**src/rtl/box_overlay_stream.sv**
```systemverilog
// Streaming rectangle overlay between two FWFT FIFOs: one register stage,
// internal raster tracking and per-frame sampling of the box configuration.
module box_overlay_stream #(
  parameter int DATA_WIDTH  = 24,
  parameter int COORD_WIDTH = 10,
  parameter int IMG_WIDTH   = 720,
  parameter int IMG_HEIGHT  = 540,
  parameter int NUM_BOXES   = 4
) (
  input  logic                               clock,
  input  logic                               reset,
  input  logic [NUM_BOXES*COORD_WIDTH-1:0]   box_x,
  input  logic [NUM_BOXES*COORD_WIDTH-1:0]   box_y,
  input  logic [NUM_BOXES*COORD_WIDTH-1:0]   box_w,
  input  logic [NUM_BOXES*COORD_WIDTH-1:0]   box_h,
  input  logic [NUM_BOXES-1:0]               box_en,
  input  logic [NUM_BOXES-1:0]               box_fill,
  input  logic [3:0]                         thickness,
  input  logic [DATA_WIDTH-1:0]              box_color,
  input  logic                               in_empty,
  output logic                               in_rd_en,
  input  logic [DATA_WIDTH-1:0]              in_din,
  input  logic                               out_full,
  output logic                               out_wr_en,
  output logic [DATA_WIDTH-1:0]              out_dout,
  output logic                               frame_done
);

  localparam int AW = COORD_WIDTH + 1;
  localparam int BW = NUM_BOXES * COORD_WIDTH;
  localparam logic [COORD_WIDTH-1:0] LAST_COL = COORD_WIDTH'(IMG_WIDTH - 1);
  localparam logic [COORD_WIDTH-1:0] LAST_ROW = COORD_WIDTH'(IMG_HEIGHT - 1);

  logic                   valid;
  logic [DATA_WIDTH-1:0]  data_q;
  logic [COORD_WIDTH-1:0] col;
  logic [COORD_WIDTH-1:0] row;
  logic                   at_origin;
  logic                   last_col;
  logic                   last_row;

  logic [BW-1:0]          sh_x;
  logic [BW-1:0]          sh_y;
  logic [BW-1:0]          sh_w;
  logic [BW-1:0]          sh_h;
  logic [NUM_BOXES-1:0]   sh_en;
  logic [NUM_BOXES-1:0]   sh_fill;
  logic [3:0]             sh_thick;
  logic [DATA_WIDTH-1:0]  sh_color;

  logic [BW-1:0]          eff_x;
  logic [BW-1:0]          eff_y;
  logic [BW-1:0]          eff_w;
  logic [BW-1:0]          eff_h;
  logic [NUM_BOXES-1:0]   eff_en;
  logic [NUM_BOXES-1:0]   eff_fill;
  logic [3:0]             eff_thick;
  logic [DATA_WIDTH-1:0]  eff_color;

  logic [AW-1:0]          t_ext;
  logic [AW-1:0]          col_e;
  logic [AW-1:0]          row_e;
  logic [NUM_BOXES-1:0]   hit;
  logic [DATA_WIDTH-1:0]  pix_next;

  assign out_wr_en = valid && !out_full;
  assign in_rd_en  = !in_empty && (!valid || !out_full);
  assign out_dout  = data_q;

  assign at_origin = (col == '0) && (row == '0);
  assign last_col  = (col == LAST_COL);
  assign last_row  = (row == LAST_ROW);

  // First pixel of a frame sees the live config; the rest of the frame sees
  // the copy captured when that pixel was accepted.
  assign eff_x     = at_origin ? box_x     : sh_x;
  assign eff_y     = at_origin ? box_y     : sh_y;
  assign eff_w     = at_origin ? box_w     : sh_w;
  assign eff_h     = at_origin ? box_h     : sh_h;
  assign eff_en    = at_origin ? box_en    : sh_en;
  assign eff_fill  = at_origin ? box_fill  : sh_fill;
  assign eff_thick = at_origin ? thickness : sh_thick;
  assign eff_color = at_origin ? box_color : sh_color;

  assign t_ext = (eff_thick == 4'd0) ? AW'(1) : AW'(eff_thick);
  assign col_e = {1'b0, col};
  assign row_e = {1'b0, row};

  for (genvar i = 0; i < NUM_BOXES; i++) begin : g_slot
    logic [AW-1:0] x;
    logic [AW-1:0] y;
    logic [AW-1:0] w;
    logic [AW-1:0] h;
    logic [AW-1:0] x_end;
    logic [AW-1:0] y_end;
    logic [AW-1:0] x_in;
    logic [AW-1:0] y_in;
    logic          in_box;
    logic          on_edge;

    assign x     = {1'b0, eff_x[i*COORD_WIDTH +: COORD_WIDTH]};
    assign y     = {1'b0, eff_y[i*COORD_WIDTH +: COORD_WIDTH]};
    assign w     = {1'b0, eff_w[i*COORD_WIDTH +: COORD_WIDTH]};
    assign h     = {1'b0, eff_h[i*COORD_WIDTH +: COORD_WIDTH]};
    assign x_end = x + w;
    assign y_end = y + h;
    // Saturating inner bound: a thickness of half the size or more paints solid.
    assign x_in  = (x_end > t_ext) ? (x_end - t_ext) : '0;
    assign y_in  = (y_end > t_ext) ? (y_end - t_ext) : '0;

    assign in_box  = eff_en[i] && (w != '0) && (h != '0) &&
                     (col_e >= x) && (col_e < x_end) &&
                     (row_e >= y) && (row_e < y_end);
    assign on_edge = (col_e < x + t_ext) || (col_e >= x_in) ||
                     (row_e < y + t_ext) || (row_e >= y_in);
    assign hit[i]  = in_box && (eff_fill[i] || on_edge);
  end

  assign pix_next = (|hit) ? eff_color : in_din;

  always_ff @(posedge clock or negedge reset) begin
    if (!reset) begin
      valid  <= 1'b0;
      data_q <= '0;
    end else if (in_rd_en) begin
      valid  <= 1'b1;
      data_q <= pix_next;
    end else if (out_wr_en) begin
      valid  <= 1'b0;
    end
  end

  always_ff @(posedge clock or negedge reset) begin
    if (!reset) begin
      col <= '0;
      row <= '0;
    end else if (in_rd_en) begin
      if (last_col) begin
        col <= '0;
        row <= last_row ? '0 : row + 1'b1;
      end else begin
        col <= col + 1'b1;
      end
    end
  end

  always_ff @(posedge clock or negedge reset) begin
    if (!reset) begin
      frame_done <= 1'b0;
    end else begin
      frame_done <= in_rd_en && last_col && last_row;
    end
  end

  always_ff @(posedge clock or negedge reset) begin
    if (!reset) begin
      sh_x     <= '0;
      sh_y     <= '0;
      sh_w     <= '0;
      sh_h     <= '0;
      sh_en    <= '0;
      sh_fill  <= '0;
      sh_thick <= '0;
      sh_color <= '0;
    end else if (in_rd_en && at_origin) begin
      sh_x     <= box_x;
      sh_y     <= box_y;
      sh_w     <= box_w;
      sh_h     <= box_h;
      sh_en    <= box_en;
      sh_fill  <= box_fill;
      sh_thick <= thickness;
      sh_color <= box_color;
    end
  end

endmodule
```
**config.mk**
```make
export PLATFORM = sky130hd
export DESIGN_NAME = box_overlay_stream
export DESIGN_NICKNAME = d
export VERILOG_FILES = /design/src/rtl/box_overlay_stream.sv
export SDC_FILE = /design/constraint.sdc
export NUM_CORES = 1
export LEC_CHECK = 0
export BUFFER_PORTS_ARGS = -buffer_cell sky130_fd_sc_hd__buf_2
export CORE_MARGIN = 5
export CORE_UTILIZATION = 25
export DETAILED_ROUTE_END_ITERATION = 6
export GPL_ROUTABILITY_DRIVEN = 0
export SYNTH_ARGS = -nofsm -noshare
export SYNTH_HDL_FRONTEND = slang
export SYNTH_SLANG_ARGS = --single-unit
```
**constraint.sdc**
```tcl
create_clock -name clock -period 14.3 [get_ports clock]
set_clock_uncertainty 0.15 [all_clocks]
set_input_delay 2.145 -clock clock [delete_from_list [all_inputs] [get_ports clock]]
set_output_delay 2.145 -clock clock [all_outputs]
set_load 0.05 [all_outputs]
```
==> summary.log <==
INFO  timing         timing_hold_violations_final=0
INFO  critical_path  critPathCaptureType=flop
INFO  power_and_ir_drop power.density=87.0nW/µm²
INFO  logic_synthesis netlist_area_before_placement=26,600µm²
INFO  clocking       htree_levels=1
INFO  critical_path  critPathMaxStageDelay=0.66ns
INFO  timing         worst_pin_slew=1.21ns
INFO  detailed_routing drcViolationCount=0
INFO  detailed_routing drt-wirelength-per-cell=18.5µm
INFO  global_route   antenna_found_initial=34
INFO  clocking       path_clk_slew=0.06ns
INFO  power_and_ir_drop combinational_fraction_of_design_power=0.421
INFO  timing         final-max-slew-violation-count=0
INFO  timing         grt_setup_unrepaired=false
INFO  logic_synthesis synth.yosys.seq_area_share=0.227
INFO  timing         max-slew-margin-rel=0.189
INFO  logic_synthesis synthDistinctLibCells=87
INFO  floorplan      fp.dieW=336µm
INFO  power_and_ir_drop p_leak=15.3nW
INFO  critical_path  crit_path_top_delay_cell=sky130_fd_sc_hd__nor2_4
INFO  detailed_routing violation_count_after_the_first_detailed_routing_iteration=1,746
INFO  power_and_ir_drop sequentialPowerShare=0.291
INFO  power_and_ir_drop vdd_ir_drop_max=0.0000919V
INFO  clocking       cts.hold.buffers_added=0
INFO  clocking       cts_root_buffer=sky130_fd_sc_hd__clkbuf_16
INFO  hold_path      holdCritPathClass=flop to flop
INFO  logic_synthesis netlist_instances=3,113
INFO  placement      detailedPlacementHpwl=68,300µm
INFO  timing         report.final.setup_viol=0
INFO  clocking       cts_resized=0
INFO  logic_synthesis synthDominantCellAreaShare=0.227
INFO  global_route   groute.usage.overall=0.151
INFO  timing         timing.final.crit_period=8.85ns
INFO  detailed_routing drt-total-wl=88,100µm
INFO  logic_synthesis synth.net_count=3,805
INFO  floorplan      floorplan.rows=119
INFO  logic_synthesis ys_top_cells_by_area=sky130_fd_sc_hd__dfrtp_1, sky130_fd_sc_hd__ha_1, sky130_fd_sc_hd__nand2_1
INFO  detailed_routing drt_pass1_iterations=5
INFO  global_route   grt_pass1_wl=136,000µm
INFO  status         outcome=finished clean
INFO  timing         post-route-period-util=0.619
INFO  clocking       number_of_buffers_added_by_the_clock_tree_synthesis_step=29
INFO  clocking       worst_skew_pair.late_latency=0.61ns
INFO  clocking       cts_buffer_depth=3
INFO  detailed_routing routed-via-count=23,700
INFO  logic_synthesis syn_avg_cell_area=8.56µm²
INFO  timing         final.setup.tns=0ns
INFO  global_route   grt_max_degree=160
INFO  floorplan      die_y=336µm
INFO  critical_path  timing.rr.start=col[0]
INFO  floorplan      ioPinCount=251
INFO  logic_synthesis primary_flip_flop_cell_chosen_by_synthesis_mapping=sky130_fd_sc_hd__dfrtp_1
INFO  critical_path  kind_of_start_point_of_the_critical_path=flop
INFO  power_and_ir_drop power.switching=0.00104W
INFO  detailed_routing ant_nets=0
INFO  power_and_ir_drop internal_power=0.00162W
INFO  critical_path  critPathRequiredTime=14.64ns
INFO  global_route   grt_pass1_vias=23,000
INFO  critical_path  reg2reg_setup_slack=5.45ns
INFO  logic_synthesis yosysWarningCount=0
INFO  logic_synthesis ys_ff_latch=242
INFO  critical_path  cpMostUsedCell=sky130_fd_sc_hd__ha_1
INFO  finish         drive_gt1_frac=0.166
INFO  logic_synthesis synth-async-reset-ratio=1.00
INFO  critical_path  worst_r2r_endpoint=out_dout[23]
INFO  logic_synthesis synth-edff-count=0
INFO  critical_path  cp_data_arrival_time=9.19ns
INFO  logic_synthesis synth.top_cells.by_count=sky130_fd_sc_hd__nand2_1, sky130_fd_sc_hd__ha_1, sky130_fd_sc_hd__dfrtp_1
INFO  hold_path      worstHoldEndpoint=out_dout[11]
INFO  finish         post-route-util=0.289
INFO  placement      place.port_buffers=250
INFO  global_route   grt-ovfl-total=0
INFO  power_and_ir_drop clockPowerShare=0.287
INFO  floorplan      initial_core_util=0.252
INFO  detailed_routing vias_per_cell=4.97
INFO  power_and_ir_drop p_sw_frac=0.391
INFO  logic_synthesis post-synth-top-count-cell=sky130_fd_sc_hd__nand2_1
INFO  logic_synthesis largest_area_contributor_in_the_netlist=sky130_fd_sc_hd__dfrtp_1
INFO  hold_path      hold_path.startpoint=out_dout[11]
INFO  hold_path      min_delay_path_depth=2
INFO  critical_path  worstRegToRegCells=29
INFO  timing         fmaxAchievable=0.113GHz
INFO  critical_path  critical_path.max_fanout=138
INFO  job            maxCapViolCount=0
INFO  critical_path  crit_type=flop to flop
INFO  clocking       tritoncts=yes
INFO  finish         finish.net_count=4,036
INFO  floorplan      fp.dieArea=113,000µm²
INFO  clocking       tritoncts_num_sinks=242
INFO  floorplan      placeableCoreArea=106,000µm²
INFO  finish         syn2layout_area_growth=14.7%
INFO  clocking       postCtsSetupRepairBufs=0
critical path: cells and delay by family, from the launching register on:
kind	cells	cell delay [ns]
fa+ha+maj	3	0.84
mux	1	0.44
compound gates	11	2.48
buf+inv	4	1.49
simple gates	10	2.74
flops	1	0.51
per-layer routing:
layer  global-route usage  share of wire
met5                    0         0.0015
met4               0.0253          0.020
met3               0.0389          0.074
met2                0.230           0.42
met1                0.220           0.49
area by class of cell:
type | instances | area [µm²]
Sequential cell | 242 | 6060
Tap cell | 1391 | 1740
Fill cell | 11200 | 75000
Antenna cell | 15 | 37.5
Multi-Input combinational cell | 2608 | 19600
Clock buffer | 36 | 772
Clock inverter | 15 | 166
Inverter | 181 | 679
Timing Repair Buffer | 282 | 1540
worst max-delay path by stage:
stage            from           end  slack [ns]  cells after the start
2_1_floorplan  col[0]  out_dout[17]        6.66                     38
3_3_place_gp   col[0]   out_dout[2]        5.78                     29
3_5_place_dp   col[0]   out_dout[1]        5.48                     29
4_1_cts        col[0]   out_dout[1]        5.47                     29
5_1_grt        col[0]   out_dout[1]        4.68                     29
6_report       col[0]  out_dout[23]        5.45                     29
state kept, by name, indices dropped and copies added, names as in the netlist, 4 cells and up:
| signal | count |
|---|---|
| sh_thick | 4 |
| sh_y | 40 |
| row | 10 |
| sh_en | 4 |
| sh_w | 40 |
| out_dout | 24 |
| sh_x | 40 |
| sh_color | 24 |
| sh_h | 40 |
| col | 10 |
| sh_fill | 4 |
placed cells by master, fill, tap and decap left out, types with 6 or more instances in the layout:
cell                        instances
sky130_fd_sc_hd__nand2_1          606
sky130_fd_sc_hd__ha_1             444
sky130_fd_sc_hd__buf_2            249
sky130_fd_sc_hd__dfrtp_1          242
sky130_fd_sc_hd__mux2_2           200
sky130_fd_sc_hd__inv_1            179
sky130_fd_sc_hd__a21oi_1          152
sky130_fd_sc_hd__o21ai_0          114
sky130_fd_sc_hd__a21o_1           106
sky130_fd_sc_hd__nor2_1           104
sky130_fd_sc_hd__xnor2_1           94
sky130_fd_sc_hd__xor2_1            84
sky130_fd_sc_hd__mux2i_1           59
sky130_fd_sc_hd__and3_1            53
sky130_fd_sc_hd__nand3_1           51
sky130_fd_sc_hd__nor3_1            50
sky130_fd_sc_hd__nand2b_1          49
sky130_fd_sc_hd__o21ai_1           48
sky130_fd_sc_hd__o21a_1            32
sky130_fd_sc_hd__o211ai_1          29
sky130_fd_sc_hd__clkbuf_16         29
sky130_fd_sc_hd__buf_4             29
sky130_fd_sc_hd__nand4_1           26
sky130_fd_sc_hd__nor2b_1           25
sky130_fd_sc_hd__nor4_1            25
sky130_fd_sc_hd__a211oi_1          24
sky130_fd_sc_hd__fa_1              24
sky130_fd_sc_hd__a31oi_1           22
sky130_fd_sc_hd__o2111ai_1         16
sky130_fd_sc_hd__diode_2           15
sky130_fd_sc_hd__a2111oi_0         15
sky130_fd_sc_hd__o211a_1           10
sky130_fd_sc_hd__or4_1              9
sky130_fd_sc_hd__o22ai_1            8
sky130_fd_sc_hd__and2_1             8
sky130_fd_sc_hd__or3_1              7
sky130_fd_sc_hd__o221ai_1           6
through the flow:
step | std cells | area (µm²) | power, W | setup WS [ns] | hold WS [ns]
6_report | 4770 | 30600 | 0.00266 | 5.45 | 0.336
5_1_grt | 4756 | 30500 | 0.00287 | 4.68 | 0.365
4_1_cts | 4755 | 30500 | 0.00268 | 5.47 | 0.345
3_5_place_dp | 4704 | 29600 | 0.00190 | 5.48 | 0.329
3_3_place_gp | 4704 | 29600 | 0.00187 | 5.78 | 0.325
2_1_floorplan | 3113 | 26600 | 0.00156 | 6.66 | 0.309
power groups by stage:
stage | clock network [W] | logic, W | registers, W
after floorplan | 0 | 0.000738 | 0.000826
after global routing | 0.000810 | 0.00128 | 0.000781
after CTS | 0.000786 | 0.00112 | 0.000775
after global placement | 0 | 0.00109 | 0.000786
final | 0.000764 | 0.00112 | 0.000775
after detailed placement | 0 | 0.00111 | 0.000786
kinds of logic (layout without fill, tap and decap cells):
| logic type | Yosys count | count (layout) | synth area share |
|---|---|---|---|
| simple gates | 1042 | 1042 | 0.177 |
| flops | 242 | 242 | 0.227 |
| compound gates | 656 | 656 | 0.163 |
| other cells | 0 | 15 | 0 |
| mux | 259 | 259 | 0.107 |
| fa+ha+maj | 473 | 473 | 0.228 |
| xor+xnor | 178 | 178 | 0.0585 |
| buf+inv | 263 | 514 | 0.0396 |
Power figures use the tool's default switching activity.
